<file path="src/rtl/rmii_rx_frame_check_pkg.sv">
// Shared constants, FSM state and byte-wide CRC-32 step
// for the RMII receive frame checker.
package rmii_pkg;

    localparam logic [31:0] CRC32_POLY    = 32'hEDB8_8320;
    localparam logic [31:0] CRC32_INIT    = 32'hFFFF_FFFF;
    localparam logic [31:0] CRC32_RESIDUE = 32'hDEBB_20E3;

    localparam int ETH_MIN_FRAME = 64;
    localparam int ETH_MAX_FRAME = 1518;

    typedef enum logic [1:0] {
        ST_IDLE,
        ST_FILL,
        ST_STREAM,
        ST_EOF
    } state_t;

    // Reflected CRC-32, one byte, LSB first.
    function automatic logic [31:0] crc32_d8(
        input logic [31:0] crc,
        input logic [7:0]  data
    );
        logic [31:0] c;
        c = crc ^ {24'h0, data};
        for (int i = 0; i < 8; i++) begin
            c = c[0] ? ((c >> 1) ^ CRC32_POLY) : (c >> 1);
        end
        return c;
    endfunction

endpackage

</file>
<file path="src/rtl/rmii_rx_frame_check_if.sv">
// AXI-stream style bundle: tvalid/tready/tdata/tlast/tuser.
// master drives the payload, slave drives tready.
interface rmii_rx_frame_check_if #(
    parameter int DW = 8
) ();
    logic          tvalid;
    logic          tready;
    logic [DW-1:0] tdata;
    logic          tlast;
    logic          tuser;

    modport master (
        output tvalid, tdata, tlast, tuser,
        input  tready
    );
    modport slave (
        input  tvalid, tdata, tlast, tuser,
        output tready
    );
endinterface

</file>
<file path="src/rtl/rmii_rx_frame_check_crc32_d8_reg.sv">
// Byte-wide CRC-32 register with clear/enable.
// Ports: clock, arst_n, clr, en, data[7:0] in; is_residue out.
module crc32_d8_reg
    import rmii_pkg::*;
(
    input  logic       clock,
    input  logic       arst_n,
    input  logic       clr,
    input  logic       en,
    input  logic [7:0] data,
    output logic       is_residue
);

    logic [31:0] crc_q;

    always_ff @(posedge clock or negedge arst_n) begin
        if (!arst_n) begin
            crc_q <= CRC32_INIT;
        end else if (clr) begin
            crc_q <= CRC32_INIT;
        end else if (en) begin
            crc_q <= crc32_d8(crc_q, data);
        end
    end

    assign is_residue = (crc_q == CRC32_RESIDUE);

endmodule

</file>
<file path="src/rtl/rmii_rx_frame_check.sv">
// Packs RMII dibits into bytes, checks CRC/length, strips FCS.
// Ports: clock, arst_n, s_axi (2-bit slave), m_axi (8-bit master);
// with RMII_RX_FRAME_CHECK_STATS_EN also stat_good/stat_bad.
module rmii_rx_frame_check
    import rmii_pkg::*;
#(
    parameter int MIN_FRAME = ETH_MIN_FRAME,
    parameter int MAX_FRAME = ETH_MAX_FRAME
) (
    input  logic                         clock,
    input  logic                         arst_n,
    rmii_rx_frame_check_if.slave         s_axi,
    rmii_rx_frame_check_if.master        m_axi
`ifdef RMII_RX_FRAME_CHECK_STATS_EN
    ,
    output logic [31:0]                  stat_good,
    output logic [31:0]                  stat_bad
`endif
);

    localparam logic [10:0] MIN_L = 11'(MIN_FRAME);
    localparam logic [10:0] MAX_L = 11'(MAX_FRAME);

    state_t         state_q, state_d;
    logic           run_q;
    logic [1:0]     dcnt_q;
    logic [5:0]     sh_q;
    logic [4:0][7:0] buf_q;
    logic [10:0]    bcnt_q;
    logic           err_q;
    logic           fin_q;
    logic           o_valid_q, o_last_q, o_user_q;
    logic [7:0]     o_data_q;

    logic       s_rdy, acc, byte_done, out_free;
    logic       move, overrun, eof_load, final_acc;
    logic       crc_ok, runt, frame_err;
    logic [7:0] new_byte;

    assign new_byte  = {s_axi.tdata[1:0], sh_q};
    assign runt      = (bcnt_q < 11'd5);
    assign frame_err = err_q || !crc_ok
                     || (bcnt_q < MIN_L)
                     || (bcnt_q > MAX_L);

    always_ff @(posedge clock or negedge arst_n) begin
        if (!arst_n) begin
            state_q <= ST_IDLE;
        end else begin
            state_q <= state_d;
        end
    end

    always_comb begin
        state_d = state_q;
        unique case (state_q)
            ST_IDLE: begin
                if (acc) begin
                    state_d = s_axi.tlast ? ST_EOF : ST_FILL;
                end
            end
            ST_FILL: begin
                if (acc && s_axi.tlast) begin
                    state_d = ST_EOF;
                end else if (!runt) begin
                    state_d = ST_STREAM;
                end
            end
            ST_STREAM: begin
                if (acc && s_axi.tlast) begin
                    state_d = ST_EOF;
                end
            end
            ST_EOF: begin
                if (final_acc) begin
                    state_d = ST_IDLE;
                end
            end
            default: state_d = ST_IDLE;
        endcase
    end

    always_comb begin
        s_rdy     = run_q && (state_q != ST_EOF);
        acc       = s_axi.tvalid && s_rdy;
        byte_done = acc && (dcnt_q == 2'd3);
        out_free  = !o_valid_q || m_axi.tready;
        move      = byte_done && (state_q == ST_STREAM);
        overrun   = move && !out_free;
        eof_load  = (state_q == ST_EOF) && !fin_q && out_free;
        // fin_q means the final beat sits in the output register.
        final_acc = (state_q == ST_EOF) && fin_q && m_axi.tready;
    end

    always_ff @(posedge clock or negedge arst_n) begin
        if (!arst_n) begin
            run_q  <= 1'b0;
            dcnt_q <= '0;
            sh_q   <= '0;
            buf_q  <= '0;
            bcnt_q <= '0;
            err_q  <= 1'b0;
            fin_q  <= 1'b0;
        end else begin
            run_q <= 1'b1;
            if (final_acc) begin
                dcnt_q <= '0;
                bcnt_q <= '0;
                err_q  <= 1'b0;
                fin_q  <= 1'b0;
            end else begin
                if (acc) begin
                    dcnt_q <= dcnt_q + 2'd1;
                    sh_q   <= {s_axi.tdata[1:0], sh_q[5:2]};
                end
                if (byte_done) begin
                    // buf_q[4] is the oldest byte once five are held.
                    buf_q <= {buf_q[3:0], new_byte};
                    if (bcnt_q != 11'h7FF) begin
                        bcnt_q <= bcnt_q + 11'd1;
                    end
                end
                err_q <= err_q
                       || (acc && s_axi.tuser)
                       || (acc && s_axi.tlast && !byte_done)
                       || overrun;
                if (eof_load) begin
                    fin_q <= 1'b1;
                end
            end
        end
    end

    // On overrun the oldest byte is dropped; the held beat stays put.
    always_ff @(posedge clock or negedge arst_n) begin
        if (!arst_n) begin
            o_valid_q <= 1'b0;
            o_data_q  <= '0;
            o_last_q  <= 1'b0;
            o_user_q  <= 1'b0;
        end else if (eof_load) begin
            o_valid_q <= 1'b1;
            o_data_q  <= runt ? 8'h00 : buf_q[4];
            o_last_q  <= 1'b1;
            o_user_q  <= frame_err || runt;
        end else if (move && out_free) begin
            o_valid_q <= 1'b1;
            o_data_q  <= buf_q[4];
            o_last_q  <= 1'b0;
            o_user_q  <= 1'b0;
        end else if (m_axi.tready) begin
            o_valid_q <= 1'b0;
        end
    end

    crc32_d8_reg u_crc (
        .clock      (clock),
        .arst_n     (arst_n),
        .clr        (final_acc),
        .en         (byte_done),
        .data       (new_byte),
        .is_residue (crc_ok)
    );

    assign s_axi.tready = s_rdy;
    assign m_axi.tvalid = o_valid_q;
    assign m_axi.tdata  = o_data_q;
    assign m_axi.tlast  = o_last_q;
    assign m_axi.tuser  = o_user_q;

`ifdef RMII_RX_FRAME_CHECK_STATS_EN
    always_ff @(posedge clock or negedge arst_n) begin
        if (!arst_n) begin
            stat_good <= '0;
            stat_bad  <= '0;
        end else if (final_acc) begin
            if (o_user_q) begin
                stat_bad <= stat_bad + 32'd1;
            end else begin
                stat_good <= stat_good + 32'd1;
            end
        end
    end
`endif

endmodule

</file>
<file path="src/flat_wrapper.sv">
// flat-port wrapper written by rule: the top's interface ports become plain ports
module rmii_rx_frame_check_flat import rmii_pkg::*;
#(
    parameter int MIN_FRAME = ETH_MIN_FRAME,
    parameter int MAX_FRAME = ETH_MAX_FRAME
)
  (clock, arst_n, s_axi_tvalid, s_axi_tdata, s_axi_tlast, s_axi_tuser, s_axi_tready, m_axi_tvalid, m_axi_tdata, m_axi_tlast, m_axi_tuser, m_axi_tready);
  rmii_rx_frame_check_if #(.DW(2)) s_axi_i ();
  rmii_rx_frame_check_if #(.DW(8)) m_axi_i ();
  input  logic clock;
  input  logic arst_n;
  input wire logic [$bits(s_axi_i.tvalid)-1:0] s_axi_tvalid;
  input wire logic [$bits(s_axi_i.tdata)-1:0] s_axi_tdata;
  input wire logic [$bits(s_axi_i.tlast)-1:0] s_axi_tlast;
  input wire logic [$bits(s_axi_i.tuser)-1:0] s_axi_tuser;
  output wire logic [$bits(s_axi_i.tready)-1:0] s_axi_tready;
  output wire logic [$bits(m_axi_i.tvalid)-1:0] m_axi_tvalid;
  output wire logic [$bits(m_axi_i.tdata)-1:0] m_axi_tdata;
  output wire logic [$bits(m_axi_i.tlast)-1:0] m_axi_tlast;
  output wire logic [$bits(m_axi_i.tuser)-1:0] m_axi_tuser;
  input wire logic [$bits(m_axi_i.tready)-1:0] m_axi_tready;
  assign s_axi_i.tvalid = s_axi_tvalid;
  assign s_axi_i.tdata = s_axi_tdata;
  assign s_axi_i.tlast = s_axi_tlast;
  assign s_axi_i.tuser = s_axi_tuser;
  assign s_axi_tready = s_axi_i.tready;
  assign m_axi_tvalid = m_axi_i.tvalid;
  assign m_axi_tdata = m_axi_i.tdata;
  assign m_axi_tlast = m_axi_i.tlast;
  assign m_axi_tuser = m_axi_i.tuser;
  assign m_axi_i.tready = m_axi_tready;
  rmii_rx_frame_check #(.MIN_FRAME(MIN_FRAME), .MAX_FRAME(MAX_FRAME)) u_core (.clock(clock), .arst_n(arst_n), .s_axi(s_axi_i), .m_axi(m_axi_i));
endmodule
</file>
<file path="config.mk">
export PLATFORM = sky130hd
export DESIGN_NAME = rmii_rx_frame_check_flat
export DESIGN_NICKNAME = d
export VERILOG_FILES = /design/src/rtl/rmii_rx_frame_check_pkg.sv /design/src/rtl/rmii_rx_frame_check_if.sv /design/src/rtl/rmii_rx_frame_check_crc32_d8_reg.sv /design/src/rtl/rmii_rx_frame_check.sv /design/src/flat_wrapper.sv
export SDC_FILE = /design/constraint.sdc
export NUM_CORES = 1
export LEC_CHECK = 0
export ABC_AREA = 1
export BUFFER_PORTS_ARGS = -buffer_cell sky130_fd_sc_hd__buf_2
export CELL_PAD_IN_SITES_DETAIL_PLACEMENT = 0
export CELL_PAD_IN_SITES_GLOBAL_PLACEMENT = 1
export CORE_MARGIN = 2
export CORE_UTILIZATION = 50
export DETAILED_ROUTE_END_ITERATION = 8
export PLACE_DENSITY_LB_ADDON = 0.1
export SKIP_CTS_REPAIR_TIMING = 1
export SLEW_MARGIN = 20
export SYNTH_ARGS = -nofsm -noshare
export SYNTH_HDL_FRONTEND = slang
export SYNTH_SLANG_ARGS = --single-unit
</file>
<file path="constraint.sdc">
create_clock -name clock -period 5.7 [get_ports clock]
set_clock_uncertainty 0.2 [all_clocks]
set_input_delay 0 -clock clock [delete_from_list [all_inputs] [get_ports clock]]
set_output_delay 0 -clock clock [all_outputs]
set_load 0.02 [all_outputs]
</file>
---- After elaboration in Yosys (flattened, before gate mapping) ----
Index checks and enable logic that the tools add are counted.
cells by class
  bitwise logic cells ..................... 10
  $lt $le $gt $ge ......................... 3
  mux-type cells .......................... 34
  reductions and logical operators ........ 37
  equality and inequality tests ........... 11
  add/sub/neg operators ................... 2
operator list
  operator               count
  $mux 32                10
  $not 13->14            8
  $mux 11                3
  $eq 32x32->1 const B   1
  $xor 32x8->32          1
  $mux 8                 3
  $mux 2                 8
  $logic_and 1x1->1      13
  $add 11x1->11 const B  1
  $gt 11x11->1 const B   1
  $lt 11x3->1 const B    1
  $lt 11x7->1 const B    1
  $ne 11x11->1 const B   1
  $reduce_bool 2->1      5
  $mux 1                 9
  $logic_or 1x1->1       8
  $pmux 2 s4             1
  $eq 2x2->1 const B     3
  $ne 2x1->1 const B     3
  $reduce_and 2->1       3
  $logic_not 1->1        5
  $reduce_and 4->1       1
  $ne 3x3->1 const B     1
  $reduce_bool 3->1      1
  other kinds (5)        5
word-level totals
  input bits .............................. 8
  word-level logic and storage cells ...... 114
  register bits after elaboration ......... 107

---- Logic depth before layout (Yosys ltp) ----
Gate-level depths: netlist (run 1).
  word-level depth ........................ 19
  mapped depth ............................ 12
  mapped depth without buffers ............ 12

---- Cells and area by module ----
A second synthesis (run 1) with hierarchy kept.
unflattened totals
  cell total of the unflattened synthesis .. 764
  area, all modules ....................... 6,035.8 sq um
modules (own cells, without submodules)
  module               times used  cells an instance  area each (sq um)  sequential area each (sq um)
  rmii_rx_frame_check  1           390                3,375.7            1,876.8
  crc32_d8_reg         1           374                2,660.1            840.8

---- Least setup slack after synthesis (run 1) ----
OpenSTA, ideal clock, no wires.
  path kind ............................... register -> register
  from .................................... register u_core.state_q[0]
  to ...................................... register u_core.o_data_q[0] (netlist: u_core.m_axi.tdata[0])
  cell stages (with the launch flop) ...... 9
  clock period less this slack ............ 2.121 ns
  path buffers ............................ 1
  data required time ...................... 5.374 ns
  setup time .............................. 0.126 ns
  arrival time ............................ 1.794 ns
  setup slack ............................. 3.579 ns
  path through ............................ dfrtp_1 > ha_1 > nor2_4 > nand2_4 > nor2_8 > inv_2 > o31ai_4 > buf_6 > o21ai_0
between the ends
  longest elaborated chain between the ends .. 7
ends and longest elaborated chain
  element                      RTL line                    RTL
  from (decl)                  rmii_rx_frame_check.sv:24   state_t state_q, state_d;
  from (signal assigned)       rmii_rx_frame_check.sv:50   state_q <= state_d;
  $ne 2x2->1                   rmii_rx_frame_check.sv:84   s_rdy = run_q && (state_q != ST_EOF);
  $logic_and 1x1->1            rmii_rx_frame_check.sv:84
  net s_axi_tready             flat_wrapper.sv:16          output wire logic [$bits(s_axi_i.tready)-1:0] s_axi_tready;
  $logic_and 1x1->1            rmii_rx_frame_check.sv:85   acc = s_axi.tvalid && s_rdy;
  $logic_and 1x1->1            rmii_rx_frame_check.sv:86   byte_done = acc && (dcnt_q == 2'd3);
  $logic_and 1x1->1            rmii_rx_frame_check.sv:88   move = byte_done && (state_q == ST_STREAM);
  $logic_and 1x1->1            rmii_rx_frame_check.sv:146  end else if (move && out_free) begin
  $reduce_bool 2->1 (no line)  n/a
  to (signal assigned)         rmii_rx_frame_check.sv:143  o_data_q <= runt ? 8'h00 : buf_q[4];
  to (signal assigned)         rmii_rx_frame_check.sv:148  o_data_q <= buf_q[4];
  to (decl)                    rmii_rx_frame_check.sv:33   logic [7:0] o_data_q;
The timed path passes the listed nets, and every way through them passes these cells.
A chain may end at the register's enable or synchronous reset.

---- Worst setup path after layout (run 1) ----
  from .................................... register u_core.state_q[0]
  to ...................................... register u_core.o_data_q[2] (netlist: u_core.m_axi.tdata[2])
between the ends
  longest elaborated chain between the ends .. 7
ends and longest elaborated chain
  element                      RTL line
  $ne 2x2->1                   rmii_rx_frame_check.sv:84
  $logic_and 1x1->1            rmii_rx_frame_check.sv:84
  $logic_and 1x1->1            rmii_rx_frame_check.sv:85
  $logic_and 1x1->1            rmii_rx_frame_check.sv:86
  $logic_and 1x1->1            rmii_rx_frame_check.sv:88
  $logic_and 1x1->1            rmii_rx_frame_check.sv:146
  $reduce_bool 2->1 (no line)  n/a
Several ways; a longest one is shown, not always the timed one.

==> results of run 1 <==
-- layer usage --
| layer | global-route usage | vias to the layer above |
|---|---|---|
| li1 | - | 2392 |
| met1 | 0.321 | 2344 |
| met2 | 0.364 | 98 |
| met3 | 0.0517 | 15 |
| met4 | 0.0601 | 0 |
| met5 | 0 | - |
-- synth_stat cells, types with 2 or more instances --
cell,n
xnor2_1,6
or2_2,4
a21oi_1,8
o21ai_0,49
o22ai_1,18
clkbuf_1,7
nand3_1,48
nand2_2,5
dfstp_2,32
buf_1,5
dfrtp_1,75
inv_1,102
o21ai_1,2
nand4_1,10
ha_1,8
nor2_1,40
nor3_1,3
xor2_1,32
buf_2,3
nand2_1,273
-- layout make-up --
cell class / instances / area [um^2]
clock buffer: 10 / 229
inverter: 103 / 387
timing repair buffer: 32 / 220
fill: 1065 / 4930
tap: 143 / 179
sequential: 107 / 2720
multi-input combinational: 524 / 2590
clock inverter: 6 / 72.6
-- worst paths after layout --
kind,from,to,cells past startpoint
worst max-delay path,u_core.state_q[0],u_core.m_axi.tdata[2],9
worst min-delay path,arst_n,u_core.bcnt_q[0],2
worst max register to register,u_core.state_q[0],u_core.m_axi.tdata[2],9
worst min register to register,u_core.buf_q[30],u_core.buf_q[30],2
max in group asynchronous,arst_n,u_core.m_axi.tdata[0],3
min in group clock,u_core.buf_q[30],u_core.buf_q[30],2
-- critical path, delay by kind of cell (launching register included) --
kind	cells	cell delay [ns]
adder cells (fa/ha/maj)	1	0.28
flip-flops	1	0.44
AO/OA/AOI/OAI	2	0.64
buffers and inverters	2	0.59
AND/OR/NAND/NOR	4	0.56
-- flip-flops by register name, indices dropped and copies added, names as in the netlist --
| name | count |
|---|---|
| u_core.sh_q | 6 |
| u_core.m_axi.tdata | 8 |
| u_core.m_axi.tvalid | 1 |
| u_core.m_axi.tlast | 1 |
| u_core.bcnt_q | 11 |
| u_core.fin_q | 1 |
| u_core.buf_q | 40 |
| u_core.state_q | 2 |
| u_core.m_axi.tuser | 1 |
| u_core.u_crc.crc_q | 32 |
| u_core.dcnt_q | 2 |
| u_core.err_q | 1 |
| u_core.run_q | 1 |
-- cells by family (layout without fill, tap and decap cells) --
family,count (synthesis),count (layout),share of synthesized area
compound gates,84,84,0.0824
xor+xnor,39,39,0.0624
fa+ha+maj,8,8,0.0173
buf+inv,120,151,0.0806
flops,107,107,0.471
mux,1,1,0.00173
other cells,1,1,0.000650
simple gates,391,391,0.284
-- metrics by stage --
step	worst slack [ns]	area, um^2	total power, uW	instances
final	2.87	6390	3640	925
after global routing	2.55	6390	3960	925
after CTS	2.87	6290	3630	915
after detailed placement	2.88	5990	2970	899
after global placement	2.98	5990	2930	899
after floorplan	3.58	5770	2540	751
-- where the power goes --
| part | total, uW | switching [uW] | internal, uW | leakage, uW |
|---|---|---|---|---|
| combinational | 1730 | 1140 | 588 | 0.00188 |
| clock | 643 | 297 | 346 | 0.000137 |
| sequential | 1270 | 208 | 1060 | 0.00134 |
==> flow_summary.json, run 1 <==
{
  "num_antenna_cells": 0,
  "ys_seq_elements": 107,
  "die_w_um": 111,
  "timing.fmax_mhz": 353,
  "post-route-util": 0.565,
  "slew_viol_final": 0,
  "die_y_um": 111,
  "hpwl_um": 9370,
  "synth_area_um2": 5770,
  "synth_cell_types": 41,
  "netlist_top_cells_area": "dfrtp_1 (33%), nand2_1 (18%), dfstp_2 (15%), inv_1 (6.6%), xor2_1 (4.9%)",
  "gp_congestion": 0.888,
  "fp.coreArea_um2": 11300,
  "worstPathMaxFanout": 40,
  "grt-ovfl-total": 0,
  "cts_tree": "done",
  "grt_pass1_vias": 4555,
  "clkLatencyLatePin_ns": 0.36,
  "syn2layout_area_growth_pct": 10.8,
  "worst_slew_pin_slew_ns": 0.775,
  "drt_iter0_markers": 377,
  "crit_path_top_delay_cell": "o31ai_4",
  "power_leakage_uw": 0.00336,
  "synthCells": 751,
  "synth_edf_count": 0,
  "synthFlopType": "dfrtp_1",
  "clk_pin_slew_ns": 0.08,
  "outcome": "finished with violations",
  "grt_max_degree": 64,
  "cts_buffers": 9,
  "whs_ns": -0.0139,
  "yosysWarnings": 0,
  "synth_fp_nets": 767,
  "cap_violations": 0,
  "crit_type": "reg2reg",
  "critical_path_required_ns": 5.78,
  "drcViolationCount": 0,
  "routed.top_layer": "met4",
  "finalSetupViolCount": 0,
  "hold_viol": 11,
  "dieArea_um2": 12400,
  "drt_wl_total_um": 13600,
  "avgSynthCellArea_um2": 7.69,
  "ys_seq_area_frac": 0.471,
  "grt_pass1_wl_um": 22700,
  "setup_tns_ns": 0,
  "endpoint_kind": "flop",
  "final_cell_mix": "nand2_1 (273), inv_1 (102), dfrtp_1 (75)",
  "start_kind": "flop",
  "first_pass_iters": 5,
  "reg2reg_slack_ns": 2.87,
  "final_common_cell": "nand2_1",
  "ios": 20,
  "hold_class": "in2async",
  "place.port_buffers": 19,
  "wl_per_cell_um": 14.7,
  "slew_headroom": 0.484,
  "path_cells": "ha_1 -> nor2_4 -> nand2_4 -> nor2_8 -> inv_2 -> buf_4 -> o31ai_4 -> nand3_1 -> o21ai_0",
  "vias": 4849,
  "grt_usage": 0.229,
  "period_share": 0.496,
  "synth_top_area_share": 0.325,
  "initial_utilization": 0.510,
  "cts_max_level": 3,
  "ys_async_sr_fraction": 1.00,
  "rows": 39,
  "wl_met2_um": 6240,
  "root_buffer": "clkbuf_16",
  "clock_sinks": 107,
  "vdd_drop_max_v": 0.000314,
  "vias_per_cell": 5.24,
  "power.density_nw_per_um2": 570,
  "min_period_ns": 2.83,
  "crit_arrival_ns": 2.91,
  "wl_met3_um": 630,
  "drive_gt1_frac": 0.111,
  "violations": "negative hold slack",
  "rsz0062_at_grt": "no",
  "slowest_delay_ns": 0.53,
  "drtAntennaViolNets": 0,
  "drt-met1-wl_um": 6500,
  "yosysTopAreaCell": "dfrtp_1",
  "antenna_found_initial": 0,
  "num-nets-final": 793,
  "cts_max_path_buffers": 2
}
(Power assumes the default switching activity.)
==> run 2: changes to the inputs <==
Settings changed: CORE_UTILIZATION 50 to 47.
Clock period 5.7 ns to 2.93 ns, I/O delays scaled along.
==> run 2 against run 1 <==
Effect of this change:
- the run now ends clean
- via count shrank 2.0%
- fmax is 19% higher
- sequential cell count unchanged
- first-iteration DRC count grew 13%
- critical path depth is 1 lower
- utilization decreased by 3.0 points
- power up 96%
- cell area is 0.49% higher
- worst hold slack better by 0.030 ns
- largest power group unchanged
- largest cell class unchanged
- clock-buffer cell count increased by 1
- global-route usage fell by 0.12 points
- routed wire length up 2.4%
==> flow_summary.json, run 2 (synthesis results as in run 1) <==
{
  "outcome": "finished clean",
  "grt-ovfl-total": 0,
  "period_share": 0.814,
  "worst_slew_pin_slew_ns": 0.841,
  "drtAntennaViolNets": 0,
  "rows": 40,
  "die_y_um": 115,
  "largestRegisters": "u_core.buf_q (40), u_core.u_crc.crc_q (32), u_core.bcnt_q (11)",
  "crit_type": "reg2reg",
  "wl_per_cell_um": 14.9,
  "grt_pass1_vias": 4572,
  "clock_sinks": 107,
  "antenna_found_initial": 0,
  "vdd_drop_max_v": 0.000576,
  "vias_per_cell": 5.09,
  "num_antenna_cells": 0,
  "post-route-util": 0.535,
  "drt_wl_total_um": 13900,
  "endpoint_kind": "flop",
  "num-nets-final": 797,
  "grt_pass1_wl_um": 23200,
  "final_common_cell": "nand2_1",
  "slew_headroom": 0.439,
  "drive_gt1_frac": 0.118,
  "grt_usage": 0.228,
  "cts_buffers": 9,
  "hold_viol": 0,
  "root_buffer": "clkbuf_16",
  "worstPathMaxFanout": 51,
  "start_kind": "flop",
  "syn2layout_area_growth_pct": 11.3,
  "ios": 20,
  "drt_iter0_markers": 427,
  "die_w_um": 115,
  "final_cell_mix": "nand2_1 (273), inv_1 (102), dfrtp_1 (75)",
  "fp.coreArea_um2": 12000,
  "vias": 4750,
  "place.port_buffers": 19,
  "clk_pin_slew_ns": 0.07,
  "largest_register_ff_count": 40,
  "hold_class": "in2reg",
  "clkLatencyLatePin_ns": 0.36,
  "min_period_ns": 2.39,
  "cap_violations": 0,
  "drcViolationCount": 0,
  "slew_viol_final": 0,
  "power.density_nw_per_um2": 1110,
  "cts_tree": "done",
  "power_leakage_uw": 0.00339,
  "finalSetupViolCount": 0,
  "regMostFlops": "u_core.buf_q",
  "critical_path_required_ns": 3.02,
  "crit_arrival_ns": 2.48,
  "grt_max_degree": 66,
  "reg2reg_slack_ns": 0.54,
  "initial_utilization": 0.481,
  "report.power.total_uw": 7120,
  "gp_congestion": 0.915,
  "cts_max_path_buffers": 2,
  "cts_max_level": 3,
  "rsz0062_at_grt": "no",
  "hpwl_um": 9680,
  "setup_tns_ns": 0,
  "dieArea_um2": 13200,
  "timing.fmax_mhz": 419,
  "first_pass_iters": 7
}
## run 2: changes by cell type in the layout (fill, tap and decap cells not counted), sizes merged
| cell | before | now |
|---|---|---|
| dlygate4sd3 | 10 | 8 |
| clkinv | 0 | 2 |
| clkbuf | 10 | 11 |
| inv | 105 | 104 |
| buf | 22 | 28 |
| clkinvlp | 3 | 1 |
## run 2: layout make-up
| class | instances | area (um^2) |
|---|---|---|
| timing repair buffer | 36 | 245 |
| clock buffer | 11 | 243 |
| sequential | 107 | 2720 |
| multi-input combinational | 524 | 2590 |
| inverter | 103 | 387 |
| tap | 147 | 184 |
| fill | 1204 | 5590 |
| clock inverter | 5 | 60.1 |
## run 2: worst max-delay path, cell delays in order (launching register included)
cell     delay [ns]
dfrtp_1        0.44
ha_1           0.28
nor2_4         0.14
nand2_4        0.14
nor2_8         0.16
buf_4          0.48
o21ai_0        0.19
o22ai_1        0.19
inv_1          0.06
## run 2: worst paths after layout
check                                   from                      to  cells past startpoint
setup / recovery           u_core.state_q[0]  u_core.u_crc.crc_q[10]                      8
hold / removal                  m_axi_tready     u_core.m_axi.tvalid                      5
setup reg to reg           u_core.state_q[0]  u_core.u_crc.crc_q[10]                      8
hold reg to reg             u_core.buf_q[28]        u_core.buf_q[28]                      2
max in group asynchronous             arst_n  u_core.u_crc.crc_q[13]                      3
min in group asynchronous             arst_n        u_core.bcnt_q[4]                      2
## run 2: metal layers
metal  part of all wire  vias to the layer above  global-route usage
met5                  0                        -                   0
met4              0.016                        0              0.0675
met3              0.047                       16              0.0590
met2               0.45                       91               0.351
met1               0.48                     2240               0.320
li1                   -                     2403                   -
## run 2: stage by stage
stage	std cells	worst slack (ns)	cell area (um^2)	hold slack, ns
6_report	933	0.544	6420	0.0165
3_5_place_dp	909	0.554	6040	-0.0470
5_1_grt	933	0.272	6420	0.0641
3_3_place_gp	909	0.641	6040	-0.0485
4_1_cts	925	0.534	6340	-0.430
2_1_floorplan	751	0.809	5770	-0.496
## run 2: where the power goes
group / switching, uW / total, uW / internal (uW)
sequential: 394 / 2460 / 2060
combinational: 2250 / 3410 / 1160
clock: 570 / 1260 / 690
total: 3210 / 7120 / 3910
==> run 3: changes to the inputs <==
Settings changed: CORE_UTILIZATION 47 to 42.
Clock period 2.93 ns to 1.9 ns, I/O delays scaled along.
==> run 3 against run 2 <==
Effect of this change:
- the run now ends with negative hold slack, negative setup slack left
- register-to-register slack worse by 0.55 ns
- global-route usage down 2.1 points
- sequential cell count unchanged
- power up 83%
- critical endpoint is now u_core.m_axi.tdata[3]
- largest power group unchanged
==> flow_summary.json, run 3 (synthesis results as in run 1) <==
{
  "timing.fmax_mhz": 525,
  "regMostFlops": "u_core.buf_q",
  "ios": 20,
  "dieArea_um2": 14700,
  "grt_usage": 0.207,
  "num-nets-final": 860,
  "gp_congestion": 0.888,
  "postLayoutSetupSlackWorst_ns": -0.00429,
  "rows": 42,
  "cts_max_level": 3,
  "power_leakage_uw": 0.00381,
  "largestRegisters": "u_core.buf_q (40), u_core.u_crc.crc_q (32), u_core.bcnt_q (11)",
  "fp.coreArea_um2": 13300,
  "largest_register_ff_count": 40,
  "clock_sinks": 107,
  "fillers": 1260,
  "final_cell_mix": "nand2_1 (253), inv_1 (92), dfrtp_1 (75)",
  "min_period_ns": 1.90,
  "vias": 4999,
  "syn2layout_area_growth_pct": 29.0,
  "cts_max_path_buffers": 2,
  "hpwl_um": 10200,
  "die_y_um": 121,
  "period_share": 1.00,
  "worstPathMaxFanout": 4,
  "start_kind": "flop",
  "root_buffer": "clkbuf_16",
  "violations": "negative hold slack, negative setup slack",
  "wl_per_cell_um": 14.3,
  "grt-ovfl-total": 0,
  "rsz0062_at_grt": "yes",
  "vdd_drop_max_v": 0.00109,
  "cts_buffers": 9,
  "drtAntennaViolNets": 0,
  "hold_class": "in2reg",
  "num_antenna_cells": 0,
  "power.density_nw_per_um2": 1750,
  "drt_iter0_markers": 374,
  "cap_violations": 0,
  "clk_pin_slew_ns": 0.08,
  "placed_area_um2": 6570,
  "grt_max_degree": 58,
  "grt_pass1_vias": 4687,
  "crit_arrival_ns": 2.00,
  "vias_per_cell": 4.88,
  "drive_gt1_frac": 0.265,
  "final_common_cell": "nand2_1",
  "drt_wl_total_um": 14600,
  "slew_viol_final": 0,
  "endpoint_kind": "flop",
  "initial_utilization": 0.432,
  "first_pass_iters": 4,
  "place.port_buffers": 19,
  "hold_viol": 1,
  "outcome": "finished with violations",
  "post-route-util": 0.558,
  "critical_path_required_ns": 1.99,
  "antenna_found_initial": 0,
  "crit_type": "reg2reg",
  "die_w_um": 121,
  "drcViolationCount": 0,
  "finalSetupViolCount": 1,
  "cts_tree": "done",
  "final_area_um2": 7450,
  "clkLatencyLatePin_ns": 0.36,
  "whs_ns": -0.0506,
  "grt_pass1_wl_um": 23600
}
==> run 3: changes by cell type in the layout (fill, tap and decap cells not counted), sizes merged <==
cell         previous run  this run
clkinv                  2         1
buf                    28        90
bufinv                  1         0
inv                   104       107
clkbuf                 11        12
dlygate4sd3             8         7
==> run 3: area by class of cell <==
| class | instances | area [um^2] | area share |
|---|---|---|---|
| clock buffer | 10 | 239 | 0.0321 |
| clock inverter | 6 | 62.6 | 0.00840 |
| inverter | 103 | 395 | 0.0531 |
| multi-input combinational | 524 | 2950 | 0.396 |
| sequential | 107 | 2720 | 0.365 |
| tap | 176 | 220 | 0.0296 |
| timing repair buffer | 99 | 863 | 0.116 |
==> run 3: report_power, final <==
group          switching (uW)  internal [uW]  total [uW]
Combinational            4160           3160        7320
Clock                     953            972        1920
Sequential                593           3180        3770
Total                    5710           7310       13000
==> run 3: layer usage <==
layer / track usage / wire length [um] / vias to the layer above
met3: 0.0249 / 590 / 17
met2: 0.324 / 6740 / 108
met4: 0.0754 / 255 / 0
met1: 0.297 / 7050 / 2343
li1: - / - / 2531
met5: 0 / 0 / -
==> run 3: per-stage QoR <==
step / hold WS [ns] / setup TNS, ns / cells / worst slack (ns) / total power [uW]
3_5_place_dp: -0.203 / -0.144 / 991 / -0.0674 / 10100
6_report: -0.0506 / -0.00429 / 1025 / -0.00429 / 13000
4_1_cts: -0.588 / -0.246 / 1007 / -0.0785 / 12000
2_1_floorplan: -0.496 / -2.08 / 751 / -0.203 / 7650
5_1_grt: 0.0332 / -0.632 / 1025 / -0.0868 / 14100
3_3_place_gp: -0.211 / -0.0467 / 991 / -0.0467 / 9940
==> run 3: final timing paths <==
check | slack, ns | end | cells after the start | from
setup / recovery | -0.004 | u_core.m_axi.tdata[3] | 10 | u_core.state_q[1]
hold / removal | -0.05 | u_core.err_q | 6 | m_axi_tready
setup reg to reg | -0.004 | u_core.m_axi.tdata[3] | 10 | u_core.state_q[1]
hold reg to reg | 0.27 | u_core.buf_q[9] | 2 | u_core.buf_q[1]
max in group asynchronous | 0.34 | u_core.u_crc.crc_q[22] | 4 | arst_n
min in group asynchronous | 0.48 | u_core.bcnt_q[4] | 3 | arst_n
==> run 3: critical path: stages, from the launching register on <==
cell       delay [ns]
dfrtp_1          0.41
ha_4             0.19
nor2_4           0.10
nand2_4          0.09
nor2_8           0.15
inv_6            0.07
o31ai_4          0.19
buf_6            0.16
clkbuf_16        0.14
nand3_2          0.06
o21ai_1          0.07
